### src/rtl/fp_preadder_pipe.sv
// Two-stage FP add pre-stage: unpack/classify/order (stage 1), align smaller mantissa with G/R/S (stage 2).
// Build option FP_PREADD_FTZ_EN: flush subnormal operands to signed zero before compare and alignment.
module fp_preadder_pipe #(
  parameter int EXP_W = 8,
  parameter int MAN_W = 23,
  localparam int W  = 1 + EXP_W + MAN_W,
  localparam int XW = MAN_W + 5
) (
  input  logic             clk,
  input  logic             rst_n,
  input  logic             in_valid,
  output logic             in_ready,
  input  logic [W-1:0]     number_A,
  input  logic [W-1:0]     number_B,
  output logic             out_valid,
  input  logic             out_ready,
  output logic             sign_of_great,
  output logic             sign_of_small,
  output logic             eff_sub,
  output logic [EXP_W-1:0] exp,
  output logic [XW-1:0]    mantis_great,
  output logic [XW-1:0]    mantis_small,
  output logic [1:0]       loss,
  output logic [W-1:0]     special_result,
  output logic             special_case
);

  typedef enum logic [2:0] {CL_ZERO, CL_SUB, CL_NORM, CL_INF, CL_NAN} fp_class_e;

  localparam logic [W-1:0]     QNAN    = {1'b0, {EXP_W{1'b1}}, 1'b1, {(MAN_W-1){1'b0}}};
  localparam logic [EXP_W-1:0] EXP_ONE = EXP_W'(1);

  function automatic fp_class_e classify(input logic [EXP_W-1:0] e, input logic [MAN_W-1:0] f);
    fp_class_e c;
    if (e == '0)                 c = (f == '0) ? CL_ZERO : CL_SUB;
    else if (e == {EXP_W{1'b1}}) c = (f == '0) ? CL_INF : CL_NAN;
    else                         c = CL_NORM;
    return c;
  endfunction

  // handshake
  logic s1_v_q, s2_v_q, s2_free;

  assign s2_free  = !s2_v_q || out_ready;
  assign in_ready = !s1_v_q || s2_free;

  // stage 1: unpack, classify, order, resolve specials
  logic             sign_a, sign_b;
  logic [EXP_W-1:0] exp_a, exp_b, eff_a, eff_b;
  logic [MAN_W-1:0] frac_a, frac_b;
  fp_class_e        cls_a, cls_b;
  logic             a_great;

  logic             s1_sign_g_d, s1_sign_s_d, s1_sc_d;
  logic [EXP_W-1:0] s1_exp_d, s1_dist_d;
  logic [MAN_W:0]   s1_man_g_d, s1_man_s_d;
  logic [W-1:0]     s1_sr_d;

  logic             s1_sign_g_q, s1_sign_s_q, s1_sc_q;
  logic [EXP_W-1:0] s1_exp_q, s1_dist_q;
  logic [MAN_W:0]   s1_man_g_q, s1_man_s_q;
  logic [W-1:0]     s1_sr_q;

  always_comb begin
    sign_a = number_A[W-1];
    sign_b = number_B[W-1];
    exp_a  = number_A[W-2 -: EXP_W];
    exp_b  = number_B[W-2 -: EXP_W];
    frac_a = number_A[MAN_W-1:0];
    frac_b = number_B[MAN_W-1:0];
    cls_a  = classify(exp_a, frac_a);
    cls_b  = classify(exp_b, frac_b);
`ifdef FP_PREADD_FTZ_EN
    if (cls_a == CL_SUB) begin
      frac_a = '0;
      cls_a  = CL_ZERO;
    end
    if (cls_b == CL_SUB) begin
      frac_b = '0;
      cls_b  = CL_ZERO;
    end
`endif
    // subnormals and zeros share the exponent of the smallest normal
    eff_a   = (exp_a == '0) ? EXP_ONE : exp_a;
    eff_b   = (exp_b == '0) ? EXP_ONE : exp_b;
    a_great = {exp_a, frac_a} >= {exp_b, frac_b};

    if (a_great) begin
      s1_sign_g_d = sign_a;
      s1_sign_s_d = sign_b;
      s1_exp_d    = eff_a;
      s1_dist_d   = eff_a - eff_b;
      s1_man_g_d  = {|exp_a, frac_a};
      s1_man_s_d  = {|exp_b, frac_b};
    end else begin
      s1_sign_g_d = sign_b;
      s1_sign_s_d = sign_a;
      s1_exp_d    = eff_b;
      s1_dist_d   = eff_b - eff_a;
      s1_man_g_d  = {|exp_b, frac_b};
      s1_man_s_d  = {|exp_a, frac_a};
    end

    s1_sc_d = 1'b0;
    s1_sr_d = '0;
    if (cls_a == CL_NAN || cls_b == CL_NAN) begin
      s1_sc_d = 1'b1;
      s1_sr_d = QNAN;
    end else if (cls_a == CL_INF && cls_b == CL_INF && sign_a != sign_b) begin
      s1_sc_d = 1'b1;
      s1_sr_d = QNAN;
    end else if (cls_a == CL_INF) begin
      s1_sc_d = 1'b1;
      s1_sr_d = {sign_a, {EXP_W{1'b1}}, {MAN_W{1'b0}}};
    end else if (cls_b == CL_INF) begin
      s1_sc_d = 1'b1;
      s1_sr_d = {sign_b, {EXP_W{1'b1}}, {MAN_W{1'b0}}};
    end
  end

  always_ff @(posedge clk or negedge rst_n) begin
    if (!rst_n) begin
      s1_v_q      <= 1'b0;
      s1_sign_g_q <= 1'b0;
      s1_sign_s_q <= 1'b0;
      s1_sc_q     <= 1'b0;
      s1_exp_q    <= '0;
      s1_dist_q   <= '0;
      s1_man_g_q  <= '0;
      s1_man_s_q  <= '0;
      s1_sr_q     <= '0;
    end else begin
      if (in_ready) s1_v_q <= in_valid;
      if (in_valid && in_ready) begin
        s1_sign_g_q <= s1_sign_g_d;
        s1_sign_s_q <= s1_sign_s_d;
        s1_sc_q     <= s1_sc_d;
        s1_exp_q    <= s1_exp_d;
        s1_dist_q   <= s1_dist_d;
        s1_man_g_q  <= s1_man_g_d;
        s1_man_s_q  <= s1_man_s_d;
        s1_sr_q     <= s1_sr_d;
      end
    end
  end

  // stage 2: align smaller mantissa, fold shifted-out bits into sticky
  logic [XW-1:0] ext_s, lost_mask, shifted;
  logic          sticky, far;
  logic [XW-1:0] ms_d;
  logic [1:0]    loss_d;

  always_comb begin
    ext_s     = {1'b0, s1_man_s_q, 3'b000};
    far       = int'(s1_dist_q) >= XW;
    lost_mask = ~({XW{1'b1}} << s1_dist_q);
    shifted   = ext_s >> s1_dist_q;
    sticky    = |(ext_s & lost_mask);
    if (far) begin
      ms_d   = {{(XW-1){1'b0}}, |ext_s};
      loss_d = {1'b1, |ext_s};
    end else begin
      ms_d   = shifted | {{(XW-1){1'b0}}, sticky};
      loss_d = {1'b0, sticky};
    end
  end

  always_ff @(posedge clk or negedge rst_n) begin
    if (!rst_n) begin
      s2_v_q         <= 1'b0;
      sign_of_great  <= 1'b0;
      sign_of_small  <= 1'b0;
      eff_sub        <= 1'b0;
      exp            <= '0;
      mantis_great   <= '0;
      mantis_small   <= '0;
      loss           <= '0;
      special_result <= '0;
      special_case   <= 1'b0;
    end else if (s2_free) begin
      s2_v_q <= s1_v_q;
      if (s1_v_q) begin
        sign_of_great  <= s1_sign_g_q;
        sign_of_small  <= s1_sign_s_q;
        eff_sub        <= s1_sign_g_q ^ s1_sign_s_q;
        exp            <= s1_exp_q;
        mantis_great   <= {1'b0, s1_man_g_q, 3'b000};
        mantis_small   <= ms_d;
        loss           <= loss_d;
        special_result <= s1_sr_q;
        special_case   <= s1_sc_q;
      end
    end
  end

  assign out_valid = s2_v_q;

endmodule

### config.mk
export PLATFORM = sky130hd
export DESIGN_NAME = fp_preadder_pipe
export DESIGN_NICKNAME = d
export VERILOG_FILES = /design/src/rtl/fp_preadder_pipe.sv
export SDC_FILE = /design/constraint.sdc
export NUM_CORES = 1
export LEC_CHECK = 0
export CAP_MARGIN = 20
export CORE_UTILIZATION = 40
export CTS_CLUSTER_DIAMETER = 30
export DETAILED_ROUTE_END_ITERATION = 16
export PLACE_DENSITY = 0.72
export SETUP_SLACK_MARGIN = 0.15
export SLEW_MARGIN = 20
export SYNTH_ARGS = -nofsm -noshare
export SYNTH_HDL_FRONTEND = slang
export SYNTH_SLANG_ARGS = --single-unit
### constraint.sdc
create_clock -name clk -period 2 [get_ports clk]
set_clock_uncertainty 0.2 [all_clocks]
set_input_delay 0.3 -clock clk [delete_from_list [all_inputs] [get_ports clk]]
set_output_delay 0.3 -clock clk [all_outputs]
set_load 0.01 [all_outputs]
# Word level (Yosys, flattened, before mapping)
# Index checks and enable logic that the tools add are counted.
# Widths: inputs -> output; s select.
[totals]
out_inout_bits = 104
input_bits = 68
wordCells = 79
ff_bits = 199
[classes]
n_eq_ne = 7
addsub = 2
bitwise_logic = 4
reduce_logical = 17
n_shift = 2
order_cmp = 2
mux = 26
[op_table]
columns = ["op", "count"]
rows = [
  ["$mux 32", 4],
  ["$mux 24", 2],
  ["$logic_not 23->1", 2],
  ["$mux 8", 4],
  ["$ge 31x31->1", 1],
  ["$and 27x28->28", 1],
  ["$mux 28", 1],
  ["$not 28->28", 1],
  ["$or 28x1->28", 1],
  ["$reduce_or 28->1", 1],
  ["$shl 28x8->28 const A", 1],
  ["$shr 27x8->28", 1],
  ["$reduce_or 24->1", 1],
  ["$mux 3", 6],
  ["$eq 8x8->1 const B", 2],
  ["$logic_not 8->1", 2],
  ["$reduce_or 8->1", 2],
  ["$sub 8x8->8", 2],
  ["$ge 8x5->1 const B", 1],
  ["$mux 1", 8],
  ["$eq 3x2->1 const B", 2],
  ["$eq 3x3->1 const B", 2],
  ["$logic_and 1x1->1", 3],
  ["$logic_or 1x1->1", 3],
  ["other kinds (5)", 6],
]

# Longest topological paths before layout
# Gate-level depths: netlist of run 1.
[depth]
word_depth = 9
mapped_depth = 15
depth_no_buf = 15

# Least setup slack after synthesis of run 1
# OpenSTA, ideal clock, no wires.
[synth_timing]
path_type = "input-to-reg"
startpoint = "input port number_B[24]"
endpoint = "register s1_exp_q[4]"
path_slack_ps = -546
arrival_ps = 2214
required_time_ps = 1668
setup_ps = 132
path_buffers = 3
cell_stages = 12
path_cell_list = "inv_1 ha_1 a211o_1 a21oi_1 a21boi_0 and3_1 a22o_1 buf_6 buf_6 buf_6 mux2i_1 o21ai_1"
[synth_between]
elab_chain_cells = 3
word_cells_on_any_way = 4
classes_between = "1 x order compare; 2 x mux; 1 x reduce/logical"
[synth_rtl]
columns = ["item", "line_no", "source"]
rows = [
  ["start: declaration", "14", "input logic [W-1:0] number_B,"],
  ["parallel branches: the longest is 2 deep, another holds $ge 31x31->1", "n/a", ""],
  ["$mux 8 (*)", "88", "if (a_great) begin"],
  ["end signal: assignment", "138", "s1_exp_q <= s1_exp_d;"],
  ["end: declaration", "60", "logic [EXP_W-1:0] s1_exp_q, s1_dist_q;"],
]
# Mark *: on every way between the ends.
# A chain may end at the register's enable or synchronous reset.

# Worst setup path in the final report of run 1
[layout_timing]
startpoint = "input port number_B[0]"
endpoint = "register s1_man_g_q[9]"
[layout_between]
elab_chain_cells = 2
[layout_rtl]
columns = ["item", "line_no", "source"]
rows = [
  ["$ge 31x31->1", "86", "a_great = {exp_a, frac_a} >= {exp_b, frac_b};"],
  ["$mux 24", "88", ""],
  ["end signal: assignment", "140", "s1_man_g_q <= s1_man_g_d;"],
  ["end: declaration", "61", "logic [MAN_W:0] s1_man_g_q, s1_man_s_q;"],
]
# Every way passes these cells.

==> results of run 1 <==
==> routing by layer <==
layer | track usage, % | wire [um]
met3 | 4.20 | 2030
met4 | 13.7 | 1770
met1 | 34.3 | 13600
met2 | 46.3 | 16800
met5 | 0 | 0
==> worst paths after layout <==
path,endpoint,slack (ps),cells past startpoint
min in group asynchronous,mantis_great[21]$_DFFE_PN0P_,180,2
min reg2reg,mantis_great[20]$_DFFE_PN0P_,270,2
min,s1_man_g_q[11]$_DFFE_PN0P_,80,4
max,s1_man_g_q[9]$_DFFE_PN0P_,-620,11
max reg2reg,mantis_small[2]$_DFFE_PN0P_,-380,12
max in group asynchronous,special_result[30]$_DFFE_PN0P_,790,3
==> logic make-up (layout without fill, tap and decap cells) <==
| logic type | count (synthesis) | count (layout) | synth area share, % |
|---|---|---|---|
| muxes | 111 | 111 | 12.3 |
| xor gates and xnor gates | 7 | 7 | 0.671 |
| other | 1 | 28 | 0.0410 |
| buffers and inverters | 162 | 496 | 8.73 |
| DFF | 138 | 138 | 37.8 |
| AOI/OAI and AO/OA | 236 | 238 | 15.3 |
| adders and majority gates | 47 | 47 | 6.60 |
| and+or+nand+nor | 392 | 392 | 18.6 |
==> synth_stat cells, drive strengths merged (2+ instances only) <==
cell and instances:
o21ai 113, nor2b 8, a21oi 44, mux2 7, dfrtp 138, o221ai 2, or4 2, a41oi 3
nor2 52, fa 2, nor3 18, nand2b 8, ha 45, xnor2 3, a22o 11, or2 4
o22ai 4, a22oi 9, nand2 244, a21o 7, nand4 16, clkbuf 54, a21boi 4, and2 5
a211oi 6, mux2i 104, o21a 5, inv 51, a31oi 6, a211o 3, nand3 9, nor4 19
xor2 4, o31ai 6, o211ai 4, or3 2, buf 56
==> cell type report <==
type,count,share of cell area (%)
clock buffer,17,2.90
antenna,1,0.0171
multi-input combinational,822,43.0
inverter,52,1.45
sequential,138,23.6
tap,280,2.39
timing repair buffer,412,25.5
clock inverter,15,1.16
==> state kept, by name, summed over array words and instances, names as in the netlist <==
signal / cells
s1_man_g_q: 24
s1_v_q: 1
s1_dist_q: 8
out_valid: 1
mantis_small: 27
s1_exp_q: 8
mantis_great: 24
s1_man_s_q: 24
exp: 8
s1_sign_s_q: 1
sign_of_small: 1
special_result: 3
loss: 2
sign_of_great: 1
s1_sr_q: 3
s1_sign_g_q: 1
eff_sub: 1
==> worst max-delay path, stage by stage <==
cell,delay [ps]
sky130_fd_sc_hd__dlygate4sd2_1,280
sky130_fd_sc_hd__ha_1,330
sky130_fd_sc_hd__nor2b_4,70
sky130_fd_sc_hd__o21ai_2,230
sky130_fd_sc_hd__nor4bb_4,380
sky130_fd_sc_hd__o21a_2,260
sky130_fd_sc_hd__a22o_4,270
sky130_fd_sc_hd__buf_12,150
sky130_fd_sc_hd__buf_16,120
sky130_fd_sc_hd__mux2i_1,230
sky130_fd_sc_hd__o21ai_1,110
==> timing repair <==
item	4_1_cts	5_1_grt
setup endpoints to repair	113	142
hold buffers	1	0
endpoints found under the hold margin	108	0
resized for setup	318	274
buffers inserted	23	26
cloned	3	3
pin swaps	72	98
==> stage by stage <==
stage / utilization (%) / setup TNS, ps / hold slack, ps
after floorplan: - / -24250 / -196
after global placement: 55.9 / -80690 / 67.5
after detailed placement: 55.9 / -85370 / 65.0
after CTS: 61.7 / -18070 / 106
after global routing: 66.4 / -39520 / 71.5
final: 66.4 / -37730 / 78.8
==> cells in the final DEF (no fill, tap or decap), drive strengths merged, types with 17 or more instances in the layout <==
cell type      instances
inv                   62
a21oi                 44
clkbuf                43
nor2                  52
dfrtp                138
buf                  291
dlygate4sd2           17
dlymetal6s2s          44
nor4                  19
nand2                244
mux2i                104
o21ai                113
conb                  27
nor3                  18
ha                    45
clkdlybuf4s50         20
==> where the power goes <==
part / internal [uW] / leakage (uW) / switching (uW) / total [uW]
registers: 3270 / 0.00174 / 404 / 3670
clock network: 1790 / 0.000294 / 1480 / 3260
logic: 2940 / 0.00536 / 3060 / 6010
total: 8000 / 0.00739 / 4940 / 12900
==> out/results.ini, run 1 <==
[outcome]
outcome=complete, but fails checks
failing_checks=setup timing

[power_and_ir_drop]
p_leak_uw=0.00739
peakVddDrop_mv=0.551
p_total_uw=12900
pwr_density_cell_nw_per_um2=882

[cts]
ctsRootBufferMaster=sky130_fd_sc_hd__clkbuf_16
cts_sinks=138
tritoncts=done
worst_skew_pair.late_latency_ps=440
cts_max_level=4
cts.clk_slew.worst_paths_ps=70
cts_buffers=17
cts-root-to-sink-buffers=2

[logic_synthesis]
number_of_warning_messages_in_the_yosys_log=0
post_synthesis_sequential_element_count=138
dominantRegCellSynth=sky130_fd_sc_hd__dfrtp_1
number_of_flops_mapped_to_enable_cells_by_yosys=0
yosysTopAreaCell=sky130_fd_sc_hd__dfrtp_1
async_s_r_ff_share_synth_pct=100
distinct_cells_synth=61
netlist.area_leader.share_pct=37.8
syn_area_sq_um=9140
post_synth_inst_count=1094
synthTopCellsByArea=sky130_fd_sc_hd__dfrtp_1 38%, sky130_fd_sc_hd__mux2i_1 11%, sky130_fd_sc_hd__nand2_1 10%, sky130_fd_sc_hd__ha_1 6.2%, sky130_fd_sc_hd__o21ai_0 3.9%
post_synth.cell_area_avg_sq_um=8.36
yosysSeqAreaShare_pct=37.8

[place]
placed_area_sq_um=12300
post-dp-hpwl_mm=22.6
dp_cells=1648
place.gp.congestion=0.932
pre_cts_slack_ps=-1250
io_buffer_count=144

[sta]
fin_crit_sh_pct=131
drv_slew=0
fmax_ghz=0.381
finalSetupViolCount=93
layout_setup_ws_ps=-622
finalHoldViolations=0
rsz0062_at_grt=yes
finalCriticalPeriod_ps=2620
slew-limit-headroom_pct=61.9
tightestPinTransition_ps=569

[detailed_routing]
wl_per_cell_um=19.7
routed-via-count=9907
detail_route.drc_violations=0
postRouteWirelength_mm=34.3
drt_iter0_markers=904
drt_pass1_iterations=5
avgViaCountPerCell=5.70
number_of_routed_nets_with_antenna_violations=0

[grt]
grt_first_pass_wirelength_mm=50.6
grt_start_max_net_pins=44
globalRoute.totalOverflow=0
grt_pass1_vias=9581
initial_antenna_violation_count=1
grt_total_usage_pct=27.5

[layout]
nFillCells=1641
multi_input_area_sq_um=6310
area_growth_pct=60.4
final_layout_size_suffix_gt1_share_pct=40.1
finalNonFillerCells=1737
register_area_sq_um=3460
finalInstanceArea_sq_um=14700
finalNetCount=1558

[worst_hold_path]
type_of_the_tightest_min_delay_check=in -> reg
min-delay-start=number_B[11]

[die]
start_util_pct=41.4
std_cell_rows=54
die_area_sq_um=23500
die-height_um=153
die_width_um=153
core_area_sq_um=22100
design.portCount=172

[critical_path]
critical_path_required_ps=2100
crit_path_end_kind=flip-flop
timing.setup.critical_path_class=in -> reg
critical_path_launch_point=number_B[0]
critPathArrivalTime_ps=2720
crit_path_max_fanout=6
r2r-start=s1_dist_q[0]$_DFFE_PN0P_
startpoint_type=primary input

[flow_run]
drv.max_cap_violation_count=0

(Power assumes the default switching activity.)
==> inputs of run 2 (changes only) <==
--- a/config.mk
+++ b/config.mk
@@ -6,10 +6,11 @@
 export NUM_CORES = 1
 export LEC_CHECK = 0
 export CAP_MARGIN = 20
-export CORE_UTILIZATION = 40
+export CORE_UTILIZATION = 30
 export CTS_CLUSTER_DIAMETER = 30
 export DETAILED_ROUTE_END_ITERATION = 16
-export PLACE_DENSITY = 0.72
+export GPL_TIMING_DRIVEN = 1
+export PLACE_DENSITY = 0.59
 export SETUP_SLACK_MARGIN = 0.15
 export SLEW_MARGIN = 20
 export SYNTH_ARGS = -nofsm -noshare
==> run 2 against run 1 <==
The run still ends with setup timing left; sequential power about the same; routed wire length decreased by 4.1%; highest routed layer unchanged; sequential share of layout area decreased by 0.85 points; cell area increased by 3.8%; critical path depth unchanged; clock-buffer cell count increased by 1.
==> out/results.ini, run 2 (synthesis gave the netlist of run 1 again) <==
[place]
io_buffer_count=144  ; unchanged
placed_area_sq_um=12500  ; was 12300 sq um
place.gp.congestion=0.915  ; was 0.932
post-dp-hpwl_mm=23.8  ; was 22.6 mm
pre_cts_slack_ps=-1290  ; was -1250 ps

[sta]
finalSetupViolCount=92  ; was 93
drv_slew=0  ; unchanged
finalCriticalPeriod_ps=2430  ; was 2620 ps
tightestPinTransition_ps=599  ; was 569 ps
worst_hold_slack_ps=64.0  ; was 78.8 ps
fmax_ghz=0.412  ; was 0.381 GHz
rsz0062_at_grt=yes  ; unchanged
layout_setup_ws_ps=-429  ; was -622 ps
fin_crit_sh_pct=121  ; was 131%
slew-limit-headroom_pct=60.0  ; was 61.9%
finalHoldViolations=0  ; unchanged

[worst_hold_path]
type_of_the_tightest_min_delay_check=in -> reg  ; unchanged
min-delay-start=number_B[13]  ; was number_B[11]
min_to=s1_man_g_q[13]$_DFFE_PN0P_  ; was s1_man_g_q[11]$_DFFE_PN0P_
min_path_cells=4  ; unchanged

[detailed_routing]
postRouteWirelength_mm=32.9  ; was 34.3 mm
wl_per_cell_um=17.7  ; was 19.7 um
routed-via-count=9264  ; was 9907
drt_iter0_markers=480  ; was 904
detail_route.drc_violations=0  ; unchanged
avgViaCountPerCell=4.98  ; was 5.70
number_of_routed_nets_with_antenna_violations=0  ; unchanged
drt_pass1_iterations=5  ; unchanged

[critical_path]
startpoint_type=primary input  ; unchanged
worst_r2r_endpoint=mantis_small[9]$_DFFE_PN0P_  ; was mantis_small[2]$_DFFE_PN0P_
r2r.worst_path.cells=12  ; unchanged
timing.setup.critical_path_class=in -> reg  ; unchanged
critPathArrivalTime_ps=2580  ; was 2720 ps
crit_path_end_kind=flip-flop  ; unchanged
r2r-start=s1_dist_q[0]$_DFFE_PN0P_  ; unchanged
critical_path_required_ps=2150  ; was 2100 ps
crit_path_max_fanout=5  ; was 6
ff2ff_setup_slack_ps=-380  ; about the same

[power_and_ir_drop]
power.share.sequential_pct=27.7  ; was 28.4%
comb_power_share_pct=47.9  ; was 46.4%
p_total_uw=13200  ; was 12900 uW
total_switching_power_uw=4980  ; was 4940 uW
peakVddDrop_mv=0.641  ; was 0.551 mV
cellInternalPower_uw=8270  ; was 8000 uW
p_leak_uw=0.00741  ; was 0.00739 uW
pwr_density_cell_nw_per_um2=870  ; was 882 nW/um^2
clock_power_share_pct=24.4  ; was 25.2%
netSwitchingFraction_pct=37.6  ; was 38.2%

[cts]
tritoncts=done  ; unchanged
cts.clk_slew.worst_paths_ps=80  ; was 70 ps
cts_sinks=138  ; unchanged
cts_max_level=4  ; unchanged
worst_skew_pair.late_latency_ps=430  ; was 440 ps
cts-root-to-sink-buffers=2  ; unchanged
ctsRootBufferMaster=sky130_fd_sc_hd__clkbuf_16  ; unchanged
cts_buffers=17  ; unchanged

[die]
core_area_sq_um=29800  ; was 22100 sq um
design.portCount=172  ; unchanged
die-height_um=177  ; was 153 um
die_area_sq_um=31200  ; was 23500 sq um
std_cell_rows=63  ; was 54
start_util_pct=30.7  ; was 41.4%
die_width_um=177  ; was 153 um

[grt]
grt_total_usage_pct=21.3  ; was 27.5%
initial_antenna_violation_count=2  ; was 1
grt_start_max_net_pins=42  ; was 44
grt_first_pass_wirelength_mm=51.6  ; was 50.6 mm
grt_pass1_vias=9500  ; was 9581
globalRoute.totalOverflow=0  ; unchanged

[layout]
most-common-layout-cells=233 x sky130_fd_sc_hd__nand2_1, 217 x sky130_fd_sc_hd__buf_4, 133 x sky130_fd_sc_hd__dfrtp_1  ; was 237 x sky130_fd_sc_hd__nand2_1, 224 x sky130_fd_sc_hd__buf_4, 135 x sky130_fd_sc_hd__dfrtp_1
postLayoutCoreUtil_pct=51.1  ; was 66.4%
finalNetCount=1570  ; was 1558
largest_register_ff_count=27  ; unchanged
largest-register=mantis_small  ; unchanged
finalInstanceArea_sq_um=15200  ; was 14700 sq um
area_growth_pct=66.6  ; was 60.4%
mostFrequentLayoutCell=sky130_fd_sc_hd__nand2_1  ; unchanged
nFillCells=2664  ; was 1641
final_layout_size_suffix_gt1_share_pct=41.9  ; was 40.1%

[outcome]
outcome=complete, but fails checks  ; unchanged
failing_checks=setup timing  ; unchanged

[flow_run]
drv.max_cap_violation_count=0  ; unchanged

==> run 2: power by group through the flow <==
stage	Combinational (uW)	Sequential (uW)	Clock [uW]
final	6350	3670	3230
after detailed placement	4770	3680	0
after CTS	5780	3670	3260
after global placement	4750	3670	0
after global routing	6820	3730	3390
after floorplan	2470	3700	0
==> run 2: metrics by stage <==
step / setup TNS [ps] / std cells
floorplan: -24250 / 1120
global placement: -79120 / 1759
detailed placement: -82650 / 1759
CTS: -23190 / 1838
global route: -31840 / 1860
finish: -25940 / 1860
==> run 2: worst max-delay path by stage <==
stage | endpoint | cells after the start | slack (ps) | startpoint
after floorplan | s1_exp_q[4]$_DFFE_PN0P_ | 12 | -410 | number_B[24]
after global placement | s1_dist_q[7]$_DFFE_PN0P_ | 12 | -1250 | number_B[10]
after detailed placement | s1_dist_q[7]$_DFFE_PN0P_ | 12 | -1290 | number_B[10]
after CTS | s1_dist_q[7]$_DFFE_PN0P_ | 13 | -410 | number_B[24]
after global routing | s1_dist_q[5]$_DFFE_PN0P_ | 12 | -480 | number_A[0]
final | s1_dist_q[5]$_DFFE_PN0P_ | 11 | -430 | number_B[0]
==> run 2: layout make-up <==
| cell class | instances | area, sq um | share of cell area, % |
|---|---|---|---|
| antenna | 2 | 5.00 | 0.0329 |
| clock buffer | 18 | 439 | 2.88 |
| clock inverter | 14 | 149 | 0.978 |
| inverter | 52 | 213 | 1.40 |
| multi-input combinational | 821 | 6490 | 42.6 |
| sequential | 138 | 3460 | 22.7 |
| tap | 390 | 488 | 3.20 |
| timing repair buffer | 425 | 3990 | 26.2 |
==> run 2: repair_timing <==
action,in CTS,in global routing
resized for setup,481,183
endpoints found under the setup margin,127,128
hold buffers,1,0
cloned,9,0
endpoints found under the hold margin,138,0
setup buffers,37,20
pin swaps,104,75
==> run 2: worst max-delay path: stages <==
cell and delay, ps:
sky130_fd_sc_hd__dlygate4sd2_1 260, sky130_fd_sc_hd__ha_1 290, sky130_fd_sc_hd__nand3_2 90, sky130_fd_sc_hd__or2_1 270, sky130_fd_sc_hd__nor4bb_2 180, sky130_fd_sc_hd__o21a_1 220, sky130_fd_sc_hd__a22o_4 280, sky130_fd_sc_hd__buf_6 140
sky130_fd_sc_hd__mux2i_2 140, sky130_fd_sc_hd__or3b_1 340, sky130_fd_sc_hd__nand3_1 70
==> run 2: routing by layer <==
metal / global-route usage [%] / vias up / wire (um)
li1: - / 4457 / -
met1: 28.5 / 4537 / 15100
met2: 35.4 / 213 / 16000
met3: 1.92 / 57 / 1050
met4: 8.05 / 0 / 798
met5: 0 / - / 0
